## src/rtl/timer_xn.sv

```systemverilog
// -----------------------------------------------------------------------------
// timer_xn - memory-mapped multi-channel down-counter / timer peripheral.
//
// Each channel owns four word registers selected by addr[1:0]:
//   0 CTRL  : [0] EN, [2:1] MODE, [3] IE, [8+PW-1:8] P (prescale), [31] DONE
//             (DONE is sticky; writing 1 to bit 31 clears it)
//   1 LOAD  : reload value
//   2 CMP   : PWM compare value
//   3 COUNT : current count (read-only)
// addr[AW-1:2] selects the channel; channel indices >= CH read 0 and ignore
// writes.
//
// Ports:
//   clk     system clock, rising-edge active
//   RSTN    asynchronous active-low reset
//   we      register write strobe
//   addr    word address
//   wdata   write data (bits above W ignored for LOAD/CMP)
//   rdata   read data, combinational from addr and register state
//   ch_out  per-channel output, registered
//   irq     registered OR over channels of (DONE & IE)
// -----------------------------------------------------------------------------
module timer_xn #(
    parameter int CH = 3,
    parameter int W  = 32,
    parameter int PW = 8,
    parameter int AW = $clog2(CH) + 2
) (
    input  logic          clk,
    input  logic          RSTN,
    input  logic          we,
    input  logic [AW-1:0] addr,
    input  logic [31:0]   wdata,
    output logic [31:0]   rdata,
    output logic [CH-1:0] ch_out,
    output logic          irq
);

    // Channel-select width; a single-channel build has no select bits, so a
    // one-bit select tied to zero stands in.
    localparam int CW = (AW > 2) ? AW - 2 : 1;

    localparam logic [1:0] MODE_PER = 2'b01;
    localparam logic [1:0] MODE_PWM = 2'b10;

    logic [CW-1:0] sel;
    logic          sel_valid;
    logic [1:0]    reg_sel;
    logic [31:0]   ch_rdata [CH];
    logic [CH-1:0] irq_src;
    logic          unused_wdata;

    generate
        if (AW > 2) begin : g_sel
            assign sel = addr[AW-1:2];
        end else begin : g_sel_single
            assign sel = '0;
        end
    endgenerate

    assign reg_sel      = addr[1:0];
    assign sel_valid    = ({1'b0, sel} < (CW + 1)'(CH));
    assign unused_wdata = ^wdata;

    genvar gi;
    generate
        for (gi = 0; gi < CH; gi++) begin : g_ch
            logic          en_reg, en_next;
            logic [1:0]    mode_reg, mode_next;
            logic          ie_reg, ie_next;
            logic [PW-1:0] p_reg, p_next;
            logic          done_reg, done_next;
            logic [W-1:0]  load_reg, load_next;
            logic [W-1:0]  cmp_reg, cmp_next;
            logic [W-1:0]  count_reg, count_next;
            logic [PW-1:0] presc_reg, presc_next;
            logic          out_reg, out_next;
            logic          hit, wr_ctrl, wr_load, wr_cmp;
            logic          arm, stop, tick;
            logic [31:0]   ctrl_word, rd_word;

            assign hit     = we && sel_valid && (sel == CW'(gi));
            assign wr_ctrl = hit && (reg_sel == 2'd0);
            assign wr_load = hit && (reg_sel == 2'd1);
            assign wr_cmp  = hit && (reg_sel == 2'd2);

            always_comb begin
                en_next    = en_reg;
                mode_next  = mode_reg;
                ie_next    = ie_reg;
                p_next     = p_reg;
                done_next  = done_reg;
                load_next  = load_reg;
                cmp_next   = cmp_reg;
                count_next = count_reg;
                presc_next = presc_reg;
                out_next   = out_reg;

                arm  = wr_ctrl && wdata[0] && !en_reg;
                stop = wr_ctrl && !wdata[0];
                // A stopping CTRL write swallows a coincident tick; arming
                // can only happen with EN=0, so it never ticks in that cycle.
                tick = en_reg && !stop && (presc_reg == p_reg);

                if (wr_ctrl) begin
                    en_next   = wdata[0];
                    mode_next = wdata[2:1];
                    ie_next   = wdata[3];
                    p_next    = wdata[8+PW-1:8];
                    if (wdata[31]) begin
                        done_next = 1'b0;
                    end
                end
                if (wr_load) begin
                    load_next = wdata[W-1:0];
                end
                if (wr_cmp) begin
                    cmp_next = wdata[W-1:0];
                end

                if (arm) begin
                    count_next = load_reg;
                    presc_next = '0;
                    out_next   = 1'b0;
                end else if (en_reg && !stop) begin
                    presc_next = tick ? '0 : presc_reg + PW'(1);
                end

                // Terminal check comes first, so the decrement never wraps.
                // A hardware DONE set here overrides a same-cycle clear.
                if (tick) begin
                    if (count_reg != '0) begin
                        count_next = count_reg - W'(1);
                    end else begin
                        done_next = 1'b1;
                        case (mode_reg)
                            MODE_PER: begin
                                count_next = load_reg;
                                out_next   = ~out_reg;
                            end
                            MODE_PWM: begin
                                count_next = load_reg;
                            end
                            default: begin
                                en_next  = 1'b0;
                                out_next = 1'b1;
                            end
                        endcase
                    end
                end

                // PWM output tracks the upcoming count against the live CMP,
                // so a CMP write shows on the very next cycle.
                if (en_next && (mode_next == MODE_PWM)) begin
                    out_next = (count_next < cmp_next);
                end
            end

            always_ff @(posedge clk or negedge RSTN) begin
                if (!RSTN) begin
                    en_reg    <= 1'b0;
                    mode_reg  <= '0;
                    ie_reg    <= 1'b0;
                    p_reg     <= '0;
                    done_reg  <= 1'b0;
                    load_reg  <= '0;
                    cmp_reg   <= '0;
                    count_reg <= '0;
                    presc_reg <= '0;
                    out_reg   <= 1'b0;
                end else begin
                    en_reg    <= en_next;
                    mode_reg  <= mode_next;
                    ie_reg    <= ie_next;
                    p_reg     <= p_next;
                    done_reg  <= done_next;
                    load_reg  <= load_next;
                    cmp_reg   <= cmp_next;
                    count_reg <= count_next;
                    presc_reg <= presc_next;
                    out_reg   <= out_next;
                end
            end

            always_comb begin
                ctrl_word             = '0;
                ctrl_word[0]          = en_reg;
                ctrl_word[2:1]        = mode_reg;
                ctrl_word[3]          = ie_reg;
                ctrl_word[8+PW-1:8]   = p_reg;
                ctrl_word[31]         = done_reg;
            end

            always_comb begin
                case (reg_sel)
                    2'd0:    rd_word = ctrl_word;
                    2'd1:    rd_word = 32'(load_reg);
                    2'd2:    rd_word = 32'(cmp_reg);
                    default: rd_word = 32'(count_reg);
                endcase
            end

            assign ch_out[gi]   = out_reg;
            assign irq_src[gi]  = done_reg & ie_reg;
            assign ch_rdata[gi] = rd_word;
        end
    endgenerate

    always_comb begin
        rdata = '0;
        for (int i = 0; i < CH; i++) begin
            if (sel_valid && (sel == CW'(i))) begin
                rdata = ch_rdata[i];
            end
        end
    end

    always_ff @(posedge clk or negedge RSTN) begin
        if (!RSTN) begin
            irq <= 1'b0;
        end else begin
            irq <= |irq_src;
        end
    end

endmodule

```

## config.mk

```make
export PLATFORM = sky130hd
export DESIGN_NAME = timer_xn
export DESIGN_NICKNAME = d
export VERILOG_FILES = /design/src/rtl/timer_xn.sv
export SDC_FILE = /design/constraint.sdc
export NUM_CORES = 1
export LEC_CHECK = 0
export BUFFER_PORTS_ARGS = -buffer_cell sky130_fd_sc_hd__buf_4
export CORE_UTILIZATION = 50
export CTS_CLUSTER_DIAMETER = 150
export DETAILED_ROUTE_END_ITERATION = 12
export HOLD_SLACK_MARGIN = 0.08
export PLACE_DENSITY = 0.75
export SLEW_MARGIN = 10
export SYNTH_ARGS = -nofsm -noshare
export SYNTH_HDL_FRONTEND = slang
export SYNTH_SLANG_ARGS = --single-unit
```

## constraint.sdc

```tcl
create_clock -name clk -period 7.4 [get_ports clk]
set_clock_uncertainty 0.15 [all_clocks]
set_input_delay 0.74 -clock clk [delete_from_list [all_inputs] [get_ports clk]]
set_output_delay 0.74 -clock clk [all_outputs]
set_load 0.02 [all_outputs]
```

==> results.cfg, run 1 <==
[setup_path]
worstPathArrival_ns = 6.15
worstPathCellList = nor4_1 > nand3_1 > or4_1 > o21ai_2 > buf_4 > a32oi_1 > ha_1 > a21o_1 > a21o_1 > a221oi_1 > o221ai_1 > nor4b_1 > a31oi_1 > o2bb2ai_1
crit_fanout = 19
r2r_slack_ns = 1.58
reg2reg_to = g_ch[1].out_reg$_DFF_PN0_
startpoint_type = flop
path_buf_inv = 1
cpMaxStageDelayCell = nor4_1
critPathKind = reg -> reg
crit_required_ns = 7.73
crit_cells = 14
r2r_cells = 14
critPathMaxStageDelay_ns = 0.99
critical_path.top_delay_family = simple AND/OR/NAND/NOR gates
endpoint_kind = flop
timing.critical_path.from = g_ch[1].count_reg[5]$_DFF_PN0_
rr_startpoint = g_ch[1].count_reg[5]$_DFF_PN0_
path_common_cell = a21o_1

[global_route]
grtUsageTotal_pct = 32.2
grt_first_pass_wirelength_mm = 111
antenna_found_initial = 0
grt-ovfl-total = 0
grt_start_max_net_pins = 109
grt_pass1_vias = 18200

[yosys]
ys_top_cells_by_area = dfrtp_1 (40%), mux2_2 (9.7%), ha_1 (6.0%), mux2i_1 (5.4%), nand2_1 (4.0%)
async_reset_ff_share_pct = 100
syn_area_um2 = 22300
yosys_warnings = 0
syn_area_per_cell_um2 = 10.1
ys_ff_latch = 355
synth_edf_count = 0
yosysTopAreaCellShare_pct = 39.9
syn_nets = 2341
synth_top_cell_by_area = dfrtp_1
syn_inst = 2196
seq_area_frac_synth_pct = 39.9
synth_cell_types = 80
ys.flop_type = dfrtp_1

[cts]
cts_root_buf = clkbuf_16
cts_num_sinks = 355
cts_buffers = 41
htree_num_levels = 2
post-cts-setup-buffer-count = 0
cts_hold_buffers = 0
cts_tree = done
clk_path_buf_depth = 3
cts-resized-gates = 0
clock_latency_ns = 0.56
clk_pin_slew_ns = 0.06

[drt]
wl_mm = 71.7
num_vias = 18800
dr.pass1.iters = 6
antenna_left = 0
via_per_inst = 6.68
wl_per_cell_um = 25.4
route.detailed.drc = 0
drt_first_iter_violations = 2119

[power]
p_leak_nw = 10.9
p_per_area_nw_per_um2 = 351
comb_power_share_pct = 38.8
internal_power_mw = 5.21
power.switching_mw = 3.42
clockPowerShare_pct = 23.1
ir_drop_v = 0.000215
seqPwrFrac_pct = 38.0
switching_share_pct = 39.7
finalPower_mw = 8.64

[placement]
place_congestion = 1.00
dp_hpwl_mm = 50.9
place_ws_ns = 1.72
port_buffers = 74

[die]
initial_core_util_pct = 51.2
die_h_um = 213
coreArea_um2 = 43600
pin_count = 75
die-area_um2 = 45400
rows = 76
die_w_um = 213

[sta]
worst_pin_slew_ns = 1.21
rsz0062_at_grt = no
maxSlewHeadroom_pct = 18.9
hold_viol_final = 0
fmax_mhz = 172
drv_slew = 0
fin_tns_setup_ns = 0
hold_ws_ns = 0.0598
finalCritPeriodShare_pct = 78.7
setup_viol = 0
timing.final.crit_period_ns = 5.82
fin_ws_ns = 1.58

[status]
status = complete, no violations

[hold_path]
hold_path_class = in -> async

[final_layout]
fin_nets = 2355
drive_gt1_share_pct = 19.2
syn_to_final_growth_pct = 10.5
n_antenna_cell = 0

[job]
drv_cap = 0
-- layout make-up --
class | count | area [um2]
timing repair buffer | 114 | 863
inverter | 123 | 462
tap | 585 | 732
sequential | 355 | 8880
clock buffer | 55 | 1160
fill | 3797 | 18900
clock inverter | 14 | 123
multi-input combinational | 1575 | 12400
-- synthesized netlist by cell type, types with 25 or more instances --
library cell	count
clkbuf_1	114
mux2_2	192
o31ai_1	26
o32ai_1	25
dfrtp_1	355
a22oi_1	26
nor2_1	85
o21ai_0	121
mux2i_1	120
ha_1	106
inv_1	123
xor2_1	45
mux4_2	33
a221oi_1	46
a21oi_1	41
xnor2_1	52
nand3_1	37
nor3_1	46
nand2_1	239
a32oi_1	70
-- power by group through the flow --
stage | Sequential, mW | Combinational [mW] | Clock [mW]
2_1_floorplan | 3.00 | 2.44 | 0
3_3_place_gp | 3.25 | 3.20 | 0
5_1_grt | 3.36 | 3.68 | 2.09
6_report | 3.29 | 3.35 | 2.00
3_5_place_dp | 3.28 | 3.27 | 0
4_1_cts | 3.25 | 3.30 | 2.02
-- cells in the final DEF (no fill, tap or decap), types with 12 or more instances in the layout --
master and n:
mux2i_1 120, inv_1 122, nand2_1 239, a22oi_1 26, ha_1 106, a21o_1 24
a21oi_1 41, a221oi_1 46, nor4_1 22, nand4_1 22, or3_1 21, buf_4 113
o31ai_1 26, nand3_1 36, dfrtp_1 355, o21ai_0 121, nor2_1 81, a32oi_1 70
xnor2_1 52, a31oi_1 14, o32ai_1 25, mux4_2 33, nor3_1 45, clkbuf_16 41
mux2_2 192, nand2b_1 12, xor2_1 45
-- routing by layer --
layer  vias to the layer above  track usage (%)  share of wire, %
li1                       8176                -                 -
met1                      9420             44.2                41
met2                      1020             49.1                44
met3                       220             4.35               8.3
met4                         0             17.8               6.1
met5                         -                0                 0
-- worst max path at each step --
| stage | endpoint | slack (ns) |
|---|---|---|
| 2_1_floorplan | g_ch[0].out_reg$_DFF_PN0_ | 2.56 |
| 3_3_place_gp | g_ch[1].out_reg$_DFF_PN0_ | 1.79 |
| 3_5_place_dp | g_ch[1].out_reg$_DFF_PN0_ | 1.72 |
| 4_1_cts | g_ch[0].out_reg$_DFF_PN0_ | 1.79 |
| 5_1_grt | g_ch[0].out_reg$_DFF_PN0_ | 1.36 |
| 6_report | g_ch[1].out_reg$_DFF_PN0_ | 1.58 |
-- logic make-up (layout without fill, tap and decap cells) --
| kind of cell | count (synthesis) | count (layout) | share of synthesized area (%) |
|---|---|---|---|
| and+or+nand+nor | 564 | 564 | 12.4 |
| AOI/OAI and AO/OA | 463 | 463 | 14.8 |
| DFF | 355 | 355 | 39.9 |
| muxes | 345 | 345 | 18.4 |
| buffers and inverters | 266 | 306 | 4.78 |
| adders and majority gates | 106 | 106 | 5.95 |
| xor gates and xnor gates | 97 | 97 | 3.81 |
-- per-stage QoR --
stage | instance area (um2) | utilization, % | instances
3_5_place_dp | 23300 | 53.6 | 2752
2_1_floorplan | 22300 | - | 2196
5_1_grt | 24600 | 56.5 | 2821
6_report | 24600 | 56.5 | 2821
3_3_place_gp | 23300 | 53.6 | 2752
4_1_cts | 24600 | 56.5 | 2821
-- worst reg2reg max path, cell delays in order, from the launching register on --
cell and delay, ns:
dfrtp_1 0.47, nor4_1 1.00, nand3_1 0.27, or4_1 0.61
o21ai_2 0.57, buf_4 0.42, a32oi_1 0.19, ha_1 0.32
a21o_1 0.16, a21o_1 0.17, a221oi_1 0.45, o221ai_1 0.30
nor4b_1 0.38, a31oi_1 0.15, o2bb2ai_1 0.14
Power figures use the tool's default switching activity.
==> inputs of run 2 (changes only) <==
- PLACE_DENSITY: 0.75 -> 0.78
- clock period: 7.4 -> 4.7 ns (I/O delays scaled with it)
==> results.cfg, run 2 (synthesized netlist as in run 1, its figures left out) <==
[die]
initial_core_util_pct = 51.2
coreArea_um2 = 43600
die_h_um = 213
die-area_um2 = 45400
rows = 76
die_w_um = 213
pin_count = 75

[sta]
fin_ws_ns = 0.0199
fin_tns_setup_ns = 0
drv_slew = 0
timing.final.crit_period_ns = 4.68
rsz0062_at_grt = no
worst_pin_slew_ns = 1.07
setup_viol = 0
fmax_mhz = 214
hold_viol_final = 0
finalCritPeriodShare_pct = 99.6
maxSlewHeadroom_pct = 28.0

[setup_path]
critPathMaxStageDelay_ns = 0.57
cpMaxStageDelayCell = nor3_1
path_buf_inv = 3
r2r_slack_ns = 0.02
crit_required_ns = 4.99
r2r_cells = 17
reg2reg_to = g_ch[0].out_reg$_DFF_PN0_
worstPathCellList = or4_4 > nor4_4 > buf_4 > buf_4 > and4_2 > nand2_1 > buf_4 > o21ai_0 > a32oi_1 > ha_1 > nand3_1 > nor3_1 > o2111ai_1 > nor2_1 > a221oi_2 > or4b_4 > o31ai_1
worstPathArrival_ns = 4.97
critical_path.top_delay_family = simple AND/OR/NAND/NOR gates
critPathKind = reg -> reg
startpoint_type = flop
rr_startpoint = g_ch[0].count_reg[8]$_DFF_PN0_
endpoint_kind = flop
crit_fanout = 5
path_common_cell = buf_4

[global_route]
grtUsageTotal_pct = 34.4
grt_first_pass_wirelength_mm = 118
antenna_found_initial = 0
grt-ovfl-total = 0
grt_pass1_vias = 19200
grt_start_max_net_pins = 115

[final_layout]
drive_gt1_share_pct = 26.4
num-fill-cells = 3643
layout_commonest_cell = dfrtp_1
syn_to_final_growth_pct = 19.2
finalNonFillerCells = 3009
fin_nets = 2539
most-common-layout-cells = dfrtp_1 (355), buf_4 (269), nand2_1 (237), mux2_2 (192), inv_1 (122)
n_antenna_cell = 0

[cts]
clk_pin_slew_ns = 0.06
clock_latency_ns = 0.58
htree_num_levels = 2
cts_tree = done
cts_num_sinks = 355
cts_buffers = 42
cts_root_buf = clkbuf_16
clk_path_buf_depth = 3

[hold_path]
hold_depth = 2
min_to = g_ch[1].load_reg[23]$_DFFE_PN0P_
hold_path_startpoint = wdata[23]
hold_path_class = in -> reg

[drt]
via_per_inst = 6.53
route.detailed.drc = 0
wl_per_cell_um = 25.4
dr.pass1.iters = 6
wl_met1_mm = 32.0
antenna_left = 0
top_layer = met4
num_vias = 19700
drt_first_iter_violations = 1945
wl_mm = 76.4
wl_met2_mm = 33.8
wl_met3_mm = 6.65

[power]
p_per_area_nw_per_um2 = 558
ir_drop_v = 0.000348
p_leak_nw = 12.0

[placement]
place_ws_ns = 0.0150
port_buffers = 74
dp_hpwl_mm = 55.7
dp_cells = 2912
place_congestion = 1.03

[job]
drv_cap = 0

[status]
status = complete, no violations
-- run 2: area by class of cell --
class | instances | area, um2 | share of cell area [%]
clock buffers | 59 | 1250 | 4.70
clock inverters | 15 | 200 | 0.754
inverters | 123 | 462 | 1.74
multi-input cells | 1575 | 12600 | 47.6
flip-flops and latches | 355 | 8880 | 33.5
well taps | 585 | 732 | 2.76
repair buffers | 297 | 2400 | 9.04
-- run 2: layer usage --
layer	GRT usage [%]	vias to the layer above
li1	-	8534
met1	47.9	9823
met2	52.0	1078
met5	0	-
met4	16.4	0
met3	6.10	221
-- run 2: power by group --
| group | switching, mW | leakage, nW | internal [mW] | total (mW) |
|---|---|---|---|---|
| Sequential | 1.00 | 4.40 | 3.97 | 4.97 |
| Clock | 1.37 | 0.723 | 2.12 | 3.49 |
| Combinational | 3.41 | 6.87 | 2.94 | 6.35 |
| Total | 5.78 | 12.0 | 9.03 | 14.8 |
-- run 2: repair_timing --
action | in CTS | in global routing
setup endpoints to repair | 1 | 3
buffers inserted | 0 | 7
hold buffers | 15 | 1
hold endpoints to repair | 152 | 1
pin swaps | 0 | 13
resized for setup | 1 | 47
-- run 2: worst reg2reg max path: stages, from the launching register on --
cell,delay (ns)
dfrtp_1,0.39
or4_4,0.55
nor4_4,0.39
buf_4,0.22
buf_4,0.11
and4_2,0.25
nand2_1,0.15
buf_4,0.21
o21ai_0,0.14
a32oi_1,0.11
ha_1,0.32
nand3_1,0.09
nor3_1,0.57
o2111ai_1,0.33
nor2_1,0.24
a221oi_2,0.08
or4b_4,0.20
o31ai_1,0.05
-- run 2: how the worst max path moves through the flow --
stage / start / end / slack (ns) / cells after the start
CTS: g_ch[0].count_reg[8]$_DFF_PN0_ / g_ch[0].out_reg$_DFF_PN0_ / 0.02 / 14
floorplan: g_ch[0].count_reg[8]$_DFF_PN0_ / g_ch[0].out_reg$_DFF_PN0_ / 0.005 / 14
finish: g_ch[0].count_reg[8]$_DFF_PN0_ / g_ch[0].out_reg$_DFF_PN0_ / 0.02 / 17
global route: g_ch[2].count_reg[6]$_DFF_PN0_ / g_ch[2].out_reg$_DFF_PN0_ / 0.003 / 15
global placement: wdata[0] / g_ch[0].out_reg$_DFF_PN0_ / 0.08 / 16
detailed placement: g_ch[0].count_reg[8]$_DFF_PN0_ / g_ch[0].out_reg$_DFF_PN0_ / 0.02 / 15
-- run 2: metrics by stage --
stage          hold slack (ns)  instance area [um2]  power, mW  utilization (%)
6_report                0.0911                26600       14.8             61.0
5_1_grt                 0.0865                26600       15.6             61.0
4_1_cts                 0.0801                26300       14.5             60.3
3_5_place_dp             0.351                24700       10.9             56.6
3_3_place_gp             0.343                24700       10.8             56.6
2_1_floorplan           0.0244                22300       8.58                -
